### src/rtl/sccb_pkg.sv
// Shared definitions for the SCCB write master: FSM encoding and bit-phase constants.
package sccb_pkg;

  typedef enum logic [2:0] {
    ST_IDLE,
    ST_START,
    ST_BYTE,
    ST_ACK,
    ST_STOP,
    ST_DONE
  } state_e;

  localparam int              PH_W          = 2;
  localparam int              TICKS_PER_BIT = 4;
  localparam logic [PH_W-1:0] PH_LAST       = PH_W'(TICKS_PER_BIT - 1);
  localparam logic            W_BIT         = 1'b0;

endpackage

### src/rtl/sccb_byte_shifter.sv
// 8-bit parallel-load, MSB-first shift register with a down-counting bit index.
module sccb_byte_shifter
  import sccb_pkg::*;
(
  input  logic       clk,
  input  logic       rstn,
  input  logic       load_i,
  input  logic [7:0] din_i,
  input  logic       shift_i,
  output logic       bit_o,
  output logic [2:0] bit_idx_o,
  output logic       last_o
);

  logic [7:0] sh_q;
  logic [2:0] idx_q;

  always_ff @(posedge clk or negedge rstn) begin
    if (!rstn) begin
      sh_q  <= '0;
      idx_q <= '0;
    end else if (load_i) begin
      sh_q  <= din_i;
      idx_q <= 3'd7;
    end else if (shift_i) begin
      sh_q  <= {sh_q[6:0], 1'b0};
      idx_q <= idx_q - 3'd1;
    end
  end

  assign bit_o     = sh_q[7];
  assign bit_idx_o = idx_q;
  assign last_o    = (idx_q == 3'd0);

endmodule

### src/rtl/sccb_write_master.sv
// Tick-paced SCCB/I2C register write master (START, dev+W, reg, data, STOP), 4 ticks per SCL bit.
// Define SCCB_ACK_CHECK_EN to abort on NACK and report it on err_o; otherwise the ninth bit is ignored.
module sccb_write_master
  import sccb_pkg::*;
#(
  parameter int ADDR_W    = 7,
  parameter int NUM_BYTES = 3
) (
  input  logic              clk,
  input  logic              rstn,
  input  logic              tick_i,
  input  logic              start_i,
  input  logic [ADDR_W-1:0] dev_addr_i,
  input  logic [7:0]        reg_addr_i,
  input  logic [7:0]        wdata_i,
  output logic              busy_o,
  output logic              done_o,
  output logic              err_o,
  output logic              scl_o,
  output logic              sda_oe_o,
  input  logic              sda_i
);

  localparam logic [1:0] LAST_BYTE = 2'(NUM_BYTES - 1);

  state_e            state_q, state_d;
  logic [PH_W-1:0]   ph_q, ph_d;
  logic [1:0]        byte_q, byte_d;
  logic [ADDR_W-1:0] dev_q;
  logic [7:0]        reg_q, wdata_q;
  logic              accept, load, shift, nack;
  logic [7:0]        load_dat;
  logic              tx_bit, last_bit;
  logic [2:0]        unused_bit_idx;

  sccb_byte_shifter u_shifter (
    .clk       (clk),
    .rstn      (rstn),
    .load_i    (load),
    .din_i     (load_dat),
    .shift_i   (shift),
    .bit_o     (tx_bit),
    .bit_idx_o (unused_bit_idx),
    .last_o    (last_bit)
  );

  always_comb begin
    case (byte_d)
      2'd0:    load_dat = {dev_q, W_BIT};
      2'd1:    load_dat = reg_q;
      default: load_dat = wdata_q;
    endcase
  end

  always_comb begin
    state_d  = state_q;
    ph_d     = ph_q;
    byte_d   = byte_q;
    accept   = 1'b0;
    load     = 1'b0;
    shift    = 1'b0;
    scl_o    = 1'b1;
    sda_oe_o = 1'b0;
    case (state_q)
      ST_IDLE: begin
        if (start_i) begin
          accept  = 1'b1;
          state_d = ST_START;
          ph_d    = '0;
        end
      end
      ST_START: begin
        scl_o    = (ph_q != PH_LAST);
        sda_oe_o = (ph_q != 2'd0);
        if (tick_i) begin
          ph_d = ph_q + PH_W'(1);
          if (ph_q == PH_LAST) begin
            state_d = ST_BYTE;
            byte_d  = 2'd0;
            load    = 1'b1;
          end
        end
      end
      ST_BYTE: begin
        scl_o    = (ph_q == 2'd1) || (ph_q == 2'd2);
        sda_oe_o = ~tx_bit;
        if (tick_i) begin
          ph_d = ph_q + PH_W'(1);
          if (ph_q == PH_LAST) begin
            if (last_bit) state_d = ST_ACK;
            else          shift   = 1'b1;
          end
        end
      end
      ST_ACK: begin
        scl_o = (ph_q == 2'd1) || (ph_q == 2'd2);
        if (tick_i) begin
          ph_d = ph_q + PH_W'(1);
          if (ph_q == PH_LAST) begin
            if (byte_q == LAST_BYTE || nack) begin
              state_d = ST_STOP;
            end else begin
              state_d = ST_BYTE;
              byte_d  = byte_q + 2'd1;
              load    = 1'b1;
            end
          end
        end
      end
      ST_STOP: begin
        scl_o    = (ph_q != 2'd0);
        sda_oe_o = (ph_q != PH_LAST);
        if (tick_i) begin
          ph_d = ph_q + PH_W'(1);
          if (ph_q == PH_LAST) state_d = ST_DONE;
        end
      end
      ST_DONE: begin
        state_d = ST_IDLE;
        ph_d    = '0;
      end
      default: state_d = ST_IDLE;
    endcase
  end

  always_ff @(posedge clk or negedge rstn) begin
    if (!rstn) begin
      state_q <= ST_IDLE;
      ph_q    <= '0;
      byte_q  <= '0;
      dev_q   <= '0;
      reg_q   <= '0;
      wdata_q <= '0;
    end else begin
      state_q <= state_d;
      ph_q    <= ph_d;
      byte_q  <= byte_d;
      if (accept) begin
        dev_q   <= dev_addr_i;
        reg_q   <= reg_addr_i;
        wdata_q <= wdata_i;
      end
    end
  end

  assign busy_o = (state_q != ST_IDLE) && (state_q != ST_DONE);
  assign done_o = (state_q == ST_DONE);

`ifdef SCCB_ACK_CHECK_EN
  logic nack_q, err_q;

  // NACK is only published on err_o when the transaction completes.
  always_ff @(posedge clk or negedge rstn) begin
    if (!rstn) begin
      nack_q <= 1'b0;
      err_q  <= 1'b0;
    end else if (accept) begin
      nack_q <= 1'b0;
      err_q  <= 1'b0;
    end else begin
      if (state_q == ST_ACK && tick_i && ph_q == 2'd2 && sda_i) nack_q <= 1'b1;
      if (state_q == ST_STOP && state_d == ST_DONE) err_q <= nack_q;
    end
  end

  assign nack  = nack_q;
  assign err_o = err_q;
`else
  logic unused_sda;

  assign unused_sda = sda_i;
  assign nack       = 1'b0;
  assign err_o      = 1'b0;
`endif

endmodule

### config.mk
export PLATFORM = sky130hd
export DESIGN_NAME = sccb_write_master
export DESIGN_NICKNAME = d
export VERILOG_FILES = /design/src/rtl/sccb_pkg.sv /design/src/rtl/sccb_byte_shifter.sv /design/src/rtl/sccb_write_master.sv
export SDC_FILE = /design/constraint.sdc
export NUM_CORES = 1
export LEC_CHECK = 0
export BUFFER_PORTS_ARGS = -buffer_cell sky130_fd_sc_hd__clkbuf_2
export CAP_MARGIN = 20
export CORE_ASPECT_RATIO = 1.1
export CORE_MARGIN = 1
export CORE_UTILIZATION = 55
export DETAILED_ROUTE_END_ITERATION = 10
export PLACE_DENSITY_LB_ADDON = 0.05
export REMOVE_ABC_BUFFERS = 1
export SYNTH_ARGS = -nofsm -noshare
export SYNTH_HDL_FRONTEND = slang
export SYNTH_SLANG_ARGS = --single-unit
### constraint.sdc
create_clock -name clk -period 2.2 [get_ports clk]
set_input_delay 0.44 -clock clk [delete_from_list [all_inputs] [get_ports clk]]
set_output_delay 0.44 -clock clk [all_outputs]
set_load 0.005 [all_outputs]
# --- Word level (Yosys, flattened, before mapping) ---
# Cells that the tools add are included.
classes:
  n_addsub: 3
  bitwise_logic: 1
  n_eq_ne: 23
  n_reduce_logical: 13
  n_mux: 40
ops:
  columns: ["operator", "n"]
  rows:
  - ["$mux W3", 13]
  - ["$ne A2 B2 Y1 const B", 11]
  - ["$mux W8", 2]
  - ["$pmux W8 S2", 1]
  - ["$pmux W3 S5", 1]
  - ["$mux W2", 7]
  - ["$mux W1", 11]
  - ["$reduce_and A10 Y1", 1]
  - ["$eq A2 B2 Y1 const B", 3]
  - ["$eq A3 B2 Y1 const B", 2]
  - ["$eq A3 B3 Y1 const B", 2]
  - ["$logic_not A3 Y1", 2]
  - ["$pmux W1 S3", 2]
  - ["$pmux W2 S3", 1]
  - ["$reduce_bool A3 Y1", 2]
  - ["$add A2 B1 Y2 const B", 2]
  - ["$eq A2 B1 Y1 const B", 2]
  - ["$pmux W2 S2", 1]
  - ["$reduce_bool A2 Y1", 2]
  - ["$reduce_or A4 Y1", 1]
  - ["$eq A3 B1 Y1 const B", 1]
  - ["$ne A3 B3 Y1 const B", 1]
  - ["$reduce_and A3 Y1", 1]
  - ["$sub A3 B1 Y3 const B", 1]
  - ["7 further kinds", 7]
totals:
  output_inout_bits: 5
  ff_bits: 41
  input_bits: 28
  wordCells: 88

# --- Depth between registers and ports, before layout ---
# Gate-level depths: netlist of run 1.
logic_depth:
  depth_word: 8
  ltp_mapped: 8
  mapped_depth_nobuf: 7

# --- Cells and area by module ---
# A second synthesis of run 1 with hierarchy kept.
unflattened:
  hier_cells: 217
  hier_area_um2: 2324.7
modules_own_cells:
  columns: ["module", "instances", "seq_area_each_um2", "area_per_inst_um2", "cells_each"]
  rows:
  - ["sccb_write_master", 1, 750.7, 1778.0, 166]
  - ["sccb_byte_shifter", 1, 275.3, 546.8, 51]

# --- Worst setup path after synthesis of run 1 ---
# OpenSTA, ideal clock, no wires.
synth_timing:
  kind: "register to register"
  from: "register u_shifter.idx_q[0] (netlist: u_shifter.bit_idx_o[0])"
  to: "register u_shifter.sh_q[1]"
  required_ns: 2.039
  setup_time_ns: 0.161
  period_less_slack_ns: 1.822
  path_slack_ns: 0.378
  path_buffers: 1
  path_stages_with_launch: 9
  t_arrival_ns: 1.661
  path_cell_list: "dfrtp_1 > inv_1 > ha_1 > ha_1 > nand3b_1 > or2_4 > buf_6 > a211oi_1 > a311oi_1"
synth_between:
  elab_chain_cells: 6
synth_lines:
  columns: ["item", "line_no", "rtl"]
  rows:
  - ["start: declaration", "sccb_byte_shifter.sv:16", "logic [2:0] idx_q;"]
  - ["start signal: assignment", "sccb_byte_shifter.sv:27", "idx_q <= idx_q - 3'd1;"]
  - ["$logic_not A3 Y1", "sccb_byte_shifter.sv:33", "assign last_o = (idx_q == 3'd0);"]
  - ["$mux W1", "sccb_write_master.sv:90", "if (last_bit) state_d = ST_ACK;"]
  - ["$mux W1", "sccb_write_master.sv:89", "if (ph_q == PH_LAST) begin"]
  - ["$mux W1", "sccb_write_master.sv:87", "if (tick_i) begin"]
  - ["$mux W1", "sccb_write_master.sv:64", "case (state_q)"]
  - ["$reduce_bool A2 Y1 (no source line)", null, null]
  - ["end signal: assignment", "sccb_byte_shifter.sv:23", "sh_q <= din_i;"]
  - ["end signal: assignment", "sccb_byte_shifter.sv:26", "sh_q <= {sh_q[6:0], 1'b0};"]
  - ["end: declaration", "sccb_byte_shifter.sv:15", "logic [7:0] sh_q;"]
# Every way passes these cells.
# A chain may end at the register's enable or synchronous reset.

# --- Worst setup path after layout of run 1 ---
layout_timing:
  from: "register state_q[1]"
  to: "output sda_oe_o"
layout_between:
  elab_chain_cells: 2
  elab_cells_between_ends: 4
  cone_classes: "eq/ne (3); mux (1)"
layout_lines:
  columns: ["item", "line_no", "rtl"]
  rows:
  - ["start: declaration", "sccb_write_master.sv:26", "state_e state_q, state_d;"]
  - ["start signal: assignment", "sccb_write_master.sv:135", "state_q <= state_d;"]
  - ["$eq A3 B3 Y1 (tied with other cells)", "sccb_write_master.sv:64", null]
  - ["$pmux W1 S3 (*)", "sccb_write_master.sv:64", null]
  - ["end: declaration", "sccb_write_master.sv:20", "output logic sda_oe_o,"]
# Every way passes the cells marked *; elsewhere a longest branch is shown, timed or not.

==> results of run 1 <==
[cell type report]
class                   count  area (µm²)
clock buffers               5        68.8
clock inverters             3        17.5
fillers                   328        1380
inverters                  17        63.8
multi-input cells         142        1060
flip-flops and latches     41        1030
well taps                  52        65.1
repair buffers             42         253
[cell families (layout without fill, tap and decap cells)]
| family | after synthesis | in the layout |
|---|---|---|
| compound gates | 55 | 55 |
| xor+xnor | 3 | 3 |
| fa+ha+maj | 7 | 7 |
| buf+inv | 33 | 67 |
| flops | 41 | 41 |
| mux | 26 | 26 |
| other cells | 1 | 1 |
| simple gates | 50 | 50 |
[routing by layer]
layer	part of all wire, %	up-vias
li1	-	844
met1	42	850
met2	53	47
met3	4.3	4
met4	0.94	0
met5	0	-
[worst max-delay path: stages, from the launching register on]
cell,delay [ns]
dfrtp_2,0.47
or3b_1,0.53
o22ai_1,0.20
clkbuf_2,0.14
[synth_stat cells (4+ instances only)]
cell type,n
a211oi_1,15
a21bo_2,7
a21oi_1,5
a311oi_1,8
buf_2,7
dfrtp_1,41
ha_1,7
inv_1,17
mux2_2,23
nand2_1,15
nand3_1,9
nor2_1,7
nor3_1,10
o21ai_0,6
o22ai_1,4
[state kept, by name, summed over array words and instances (netlist names)]
| signal | cells |
|---|---|
| byte_q | 2 |
| dev_q | 7 |
| ph_q | 2 |
| reg_q | 8 |
| state_q | 3 |
| u_shifter.bit_idx_o | 3 |
| u_shifter.sh_q | 8 |
| wdata_q | 8 |
[per-stage QoR]
stage / utilization (%) / cells / cell area [µm²] / hold WS, ns
4_1_cts: 65.0 / 302 / 2560 / 0.224
3_5_place_dp: 62.7 / 294 / 2460 / 0.493
3_3_place_gp: 62.7 / 294 / 2460 / 0.482
2_1_floorplan: - / 200 / 2150 / 0.144
6_report: 65.0 / 302 / 2560 / 0.200
5_1_grt: 65.0 / 302 / 2560 / 0.256
[power by group]
group	switching [W]	leakage, nW	internal, W	total [W]
Clock	0.000250	0.0439	0.000219	0.000469
Combinational	0.000775	0.641	0.000721	0.00150
Sequential	0.000232	0.484	0.00113	0.00136
Total	0.00126	1.17	0.00207	0.00333
[how the worst max path moves through the flow]
stage / start / to / slack [ns] / cells after the start
final: state_q[1]$_DFFE_PN0P_ / sda_oe_o / 0.13 / 3
after global routing: state_q[1]$_DFFE_PN0P_ / sda_oe_o / 0.07 / 3
after CTS: state_q[1]$_DFFE_PN0P_ / sda_oe_o / 0.06 / 3
after detailed placement: ph_q[1]$_DFFE_PN0P_ / u_shifter.sh_q[2]$_DFFE_PN0P_ / -0.009 / 5
after global placement: ph_q[0]$_DFFE_PN0P_ / u_shifter.sh_q[1]$_DFFE_PN0P_ / 0.08 / 5
after floorplan: state_q[0]$_DFFE_PN0P_ / dev_q[0]$_DFFE_PN0P_ / 0.28 / 3
[timing repair]
item | CTS | global route
resized for setup | 1 | 1
endpoints found under the setup margin | 7 | 1
pin swaps | 0 | 0
endpoints found under the hold margin | 0 | 0
==> summary.txt, run 1 <==
Met1 usage - 29.1%
Largest net degree at the start of global routing - 42
Synth area leader - dfrtp_1
Top_reg_cell synth - dfrtp_1
Synth Area in Adders - 3.90%
Initial DRC count - 172
Slew Viols, Final - 0
H-tree Lvls - 2
Commonest non-fill, non-tap cell in the layout - dfrtp_1
Die footprint - 4340 µm²
Avg Cell Area, Syn - 10.4 µm²
Synth cell types - 35
Buffers on Ports - 30
Drt drc - 0
Period utilization - 94.2%
Netlist Area Pre-Place - 2250 µm²
RD Place Congestion - 0.845
Total power - 0.00333 W
Initial Util - 57.1%
Nets - 284
Share of post-route cells with drive strength above 1 - 33.2%
Post-Syn Instances - 216
Clock Path Buffers - 2
Register bit count reported by yosys - 41
Largest family of logic cells by synthesized area - compound AO/OA/AOI/OAI gates
Max Fclk - 0.483 GHz
Hold Path Class - primary input to async pin
Clk_lat worst skew - 0.29 ns
Sequential fraction of the synthesis area - 45.7%
Post-route setup TNS - 0 ns
Number of synthesized flops with an enable pin - 0
Die height - 69.0 µm
Req. time, crit path - 1.76 ns
Final number of setup-violating endpoints - 0
Post-route setup slack - 0.128 ns
Reg2Reg Capture Point - u_shifter.sh_q[2]$_DFFE_PN0P_
P&R area growth vs syn - 13.9%
Status - complete, no violations
Cts hold-fix bufs - 0
Vias per inst - 5.78
Met2 usage - 43.0%
Worst R2R Path Depth - 5
Remaining Overflow, GRT - 0
WL per Instance - 15.4 µm
Main area contributors after synthesis - dfrtp_1, mux2_2, a211oi_1
Routed Antenna Nets - 0
Max-Cap Viols - 0
Most frequent cells in the layout - dfrtp_1, clkbuf_2, mux2_2
# Post-CTS Setup Buffers - 0
Peak VDD IR - 632 µV
Vias in the first global route - 1835
CTS Sinks - 41
DP Worst Slack - -0.00932 ns
Antenna violations before repair - 0
First-pass GRT wire length - 8310 µm
Routed via count - 1745
Leak - 1.17 nW
Die X - 62.9 µm
Compound-Gate Fraction of Synth Area - 17.9%
RR Startpoint - ph_q[0]$_DFFE_PN0P_
Area share of the leading cell type in the synthesized netlist - 45.7%
Gr busiest metal - met2
Cell Pwr Density - 1300 nW/µm²
Clock Pin Slew Worst Setup and Hold Paths - 0.08 ns
Ys Warns - 0
RSZ-0062 raised after global routing - no
Crit path DAT - 1.63 ns
Crit. End Element - output port
Clock skew - 0.00585 ns
Drt pass-1 iters - 4
Core area - 3930 µm²
Antenna diode count - 0
Num CTS Buffers - 5
FF-to-FF setup slack - 0.25 ns
Std cell rows - 24
Min Tclk post-route - 2.07 ns
CP Launch Type - flip-flop
Post-synthesis mux area share - 12.9%
Ys async rst share - 100%
CTS tree - done
CP Class - flip-flop to output port
CP max FO - 9
WL final - 4660 µm
I/O pin count - 33
Gr usage total - 24.4%
Placed wire-length estimate - 3240 µm
Clk root buf - clkbuf_8
GR Layer Usage met3 - 4.47%
Slew HR - 61.6%
Final hold vios - 0
Post-Synth XOR/XNOR Area - 1.17%
Measured slew at the worst slew-check pin - 0.572 ns
Post-Synth Simple-Gate Area - 11.0%
(Power assumes the default switching activity.)
==> run 2: changes to the inputs <==
- REMOVE_ABC_BUFFERS: 1 -> default
- SLEW_MARGIN: default -> 10
==> summary.txt, run 2 (synthesized netlist as in run 1, its figures left out) <==
Initial DRC count - 160
Final hold vios - 0
CP max FO - 9
Status - complete, no violations
CP Class - flip-flop to output port
Cts hold-fix bufs - 0
Max Fclk - 0.493 GHz
Min Tclk post-route - 2.03 ns
Cell Pwr Density - 1310 nW/µm²
Buffers on Ports - 30
Clk_lat worst skew - 0.29 ns
Die X - 62.9 µm
Slew HR - 60.0%
Clock Path Buffers - 2
Nets - 283
Die height - 69.0 µm
Hold Path Class - primary input to async pin
Syn_nets - 251
WL per Instance - 15.5 µm
Antenna diode count - 0
Slowest cell on the critical path - or3b_1
Vias in the first global route - 1743
Most frequent cells in the layout - dfrtp_1, clkbuf_2, mux2_2
Crit. End Element - output port
First-pass GRT wire length - 7790 µm
WL final - 4660 µm
H-tree Lvls - 2
Share of post-route cells with drive strength above 1 - 32.1%
Largest net degree at the start of global routing - 24
Worst stage delay on the critical path - 0.53 ns
Remaining Overflow, GRT - 0
I/O pin count - 33
Routed via count - 1752
# Post-CTS Setup Buffers - 0
Die footprint - 4340 µm²
Peak VDD IR - 717 µV
RSZ-0062 raised after global routing - no
CP Launch Type - flip-flop
Period utilization - 92.3%
Post-route setup TNS - 0 ns
Req. time, crit path - 1.76 ns
Largest registers - reg_q: 8 flops, u_shifter.sh_q: 8 flops, wdata_q: 8 flops
Gr usage total - 23.2%
Commonest non-fill, non-tap cell in the layout - dfrtp_1
Max-Cap Viols - 0
Placed insts - 293
Core area - 3930 µm²
CTS Sinks - 41
P&R area growth vs syn - 13.7%
Finished Layout Cells - 301
RD Place Congestion - 0.839
Slew Viols, Final - 0
Clock skew - 0.00415 ns
Vias per inst - 5.82
Crit path DAT - 1.59 ns
CTS tree - done
Clock Pin Slew Worst Setup and Hold Paths - 0.08 ns
Leak - 1.17 nW
Initial Util - 57.1%
Clk root buf - clkbuf_8
Num CTS Buffers - 5
Routed Antenna Nets - 0
Drt pass-1 iters - 4
Placed wire-length estimate - 3320 µm
Cell-by-cell trace of the critical path - or3b_1 -> o22ai_1 -> clkbuf_2
Std cell rows - 24
Antenna violations before repair - 0
Final number of setup-violating endpoints - 0
Drt drc - 0
Worst R2R Path Depth - 6
Measured slew at the worst slew-check pin - 0.600 ns
CTS resizes - 0
## run 2: cell count changes in the layout (fill, tap and decap cells not counted), sizes merged
cell,before,now
clkinvlp,1,0
buf,12,11
clkbuf,35,36
## run 2: per-layer routing
layer / vias to the layer above / global-route usage, % / part of all wire, %
met2: 43 / 41.2 / 52
met4: 0 / 11.9 / 3.2
li1: 843 / - / -
met1: 854 / 25.8 / 42
met3: 12 / 4.47 / 3.4
met5: - / 0 / 0
## run 2: per-stage QoR
step / total power (W) / util (%) / setup slack, ns / hold WS (ns) / cell area, µm²
after floorplan: 0.00243 / - / 0.378 / 0.144 / 2250
after global placement: 0.00275 / 62.5 / 0.424 / 0.450 / 2460
after detailed placement: 0.00284 / 62.5 / 0.329 / 0.463 / 2460
after CTS: 0.00336 / 64.9 / 0.163 / 0.148 / 2550
after global routing: 0.00359 / 64.9 / 0.102 / 0.183 / 2550
final: 0.00333 / 64.9 / 0.170 / 0.141 / 2550
## run 2: path summary, 6_finish.rpt
| path | startpoint | endpoint | slack [ns] |
|---|---|---|---|
| min | rstn | dev_q[6]$_DFFE_PN0P_ | 0.14 |
| min reg2reg | reg_q[3]$_DFFE_PN0P_ | reg_q[3]$_DFFE_PN0P_ | 0.51 |
| max reg2reg | ph_q[0]$_DFFE_PN0P_ | u_shifter.sh_q[7]$_DFFE_PN0P_ | 0.35 |
| max | state_q[2]$_DFFE_PN0P_ | sda_oe_o | 0.17 |
| min in group clk | reg_addr_i[2] | reg_q[2]$_DFFE_PN0P_ | 0.37 |
| max in group asynchronous | rstn | byte_q[1]$_DFF_PN0_ | 1.54 |
## run 2: layout make-up
type,instances,area (µm²)
Fill cell,335,1380
Multi-Input combinational cell,142,1060
Sequential cell,41,1030
Timing Repair Buffer,41,245
Clock buffer,6,82.6
Tap cell,52,65.1
Inverter,17,63.8
Clock inverter,2,13.8
## run 2: power by group
group | switching (W) | total (W) | internal (W)
combinational | 0.000795 | 0.00149 | 0.000695
sequential | 0.000204 | 0.00133 | 0.00113
clock | 0.000260 | 0.000514 | 0.000254
## run 2: worst max-delay path: cells and delay by family, from the launching register on
| family | cells | cell delay [ns] |
|---|---|---|
| and+or+nand+nor | 1 | 0.53 |
| DFF | 1 | 0.44 |
| AOI/OAI and AO/OA | 1 | 0.19 |
| buffers and inverters | 1 | 0.14 |
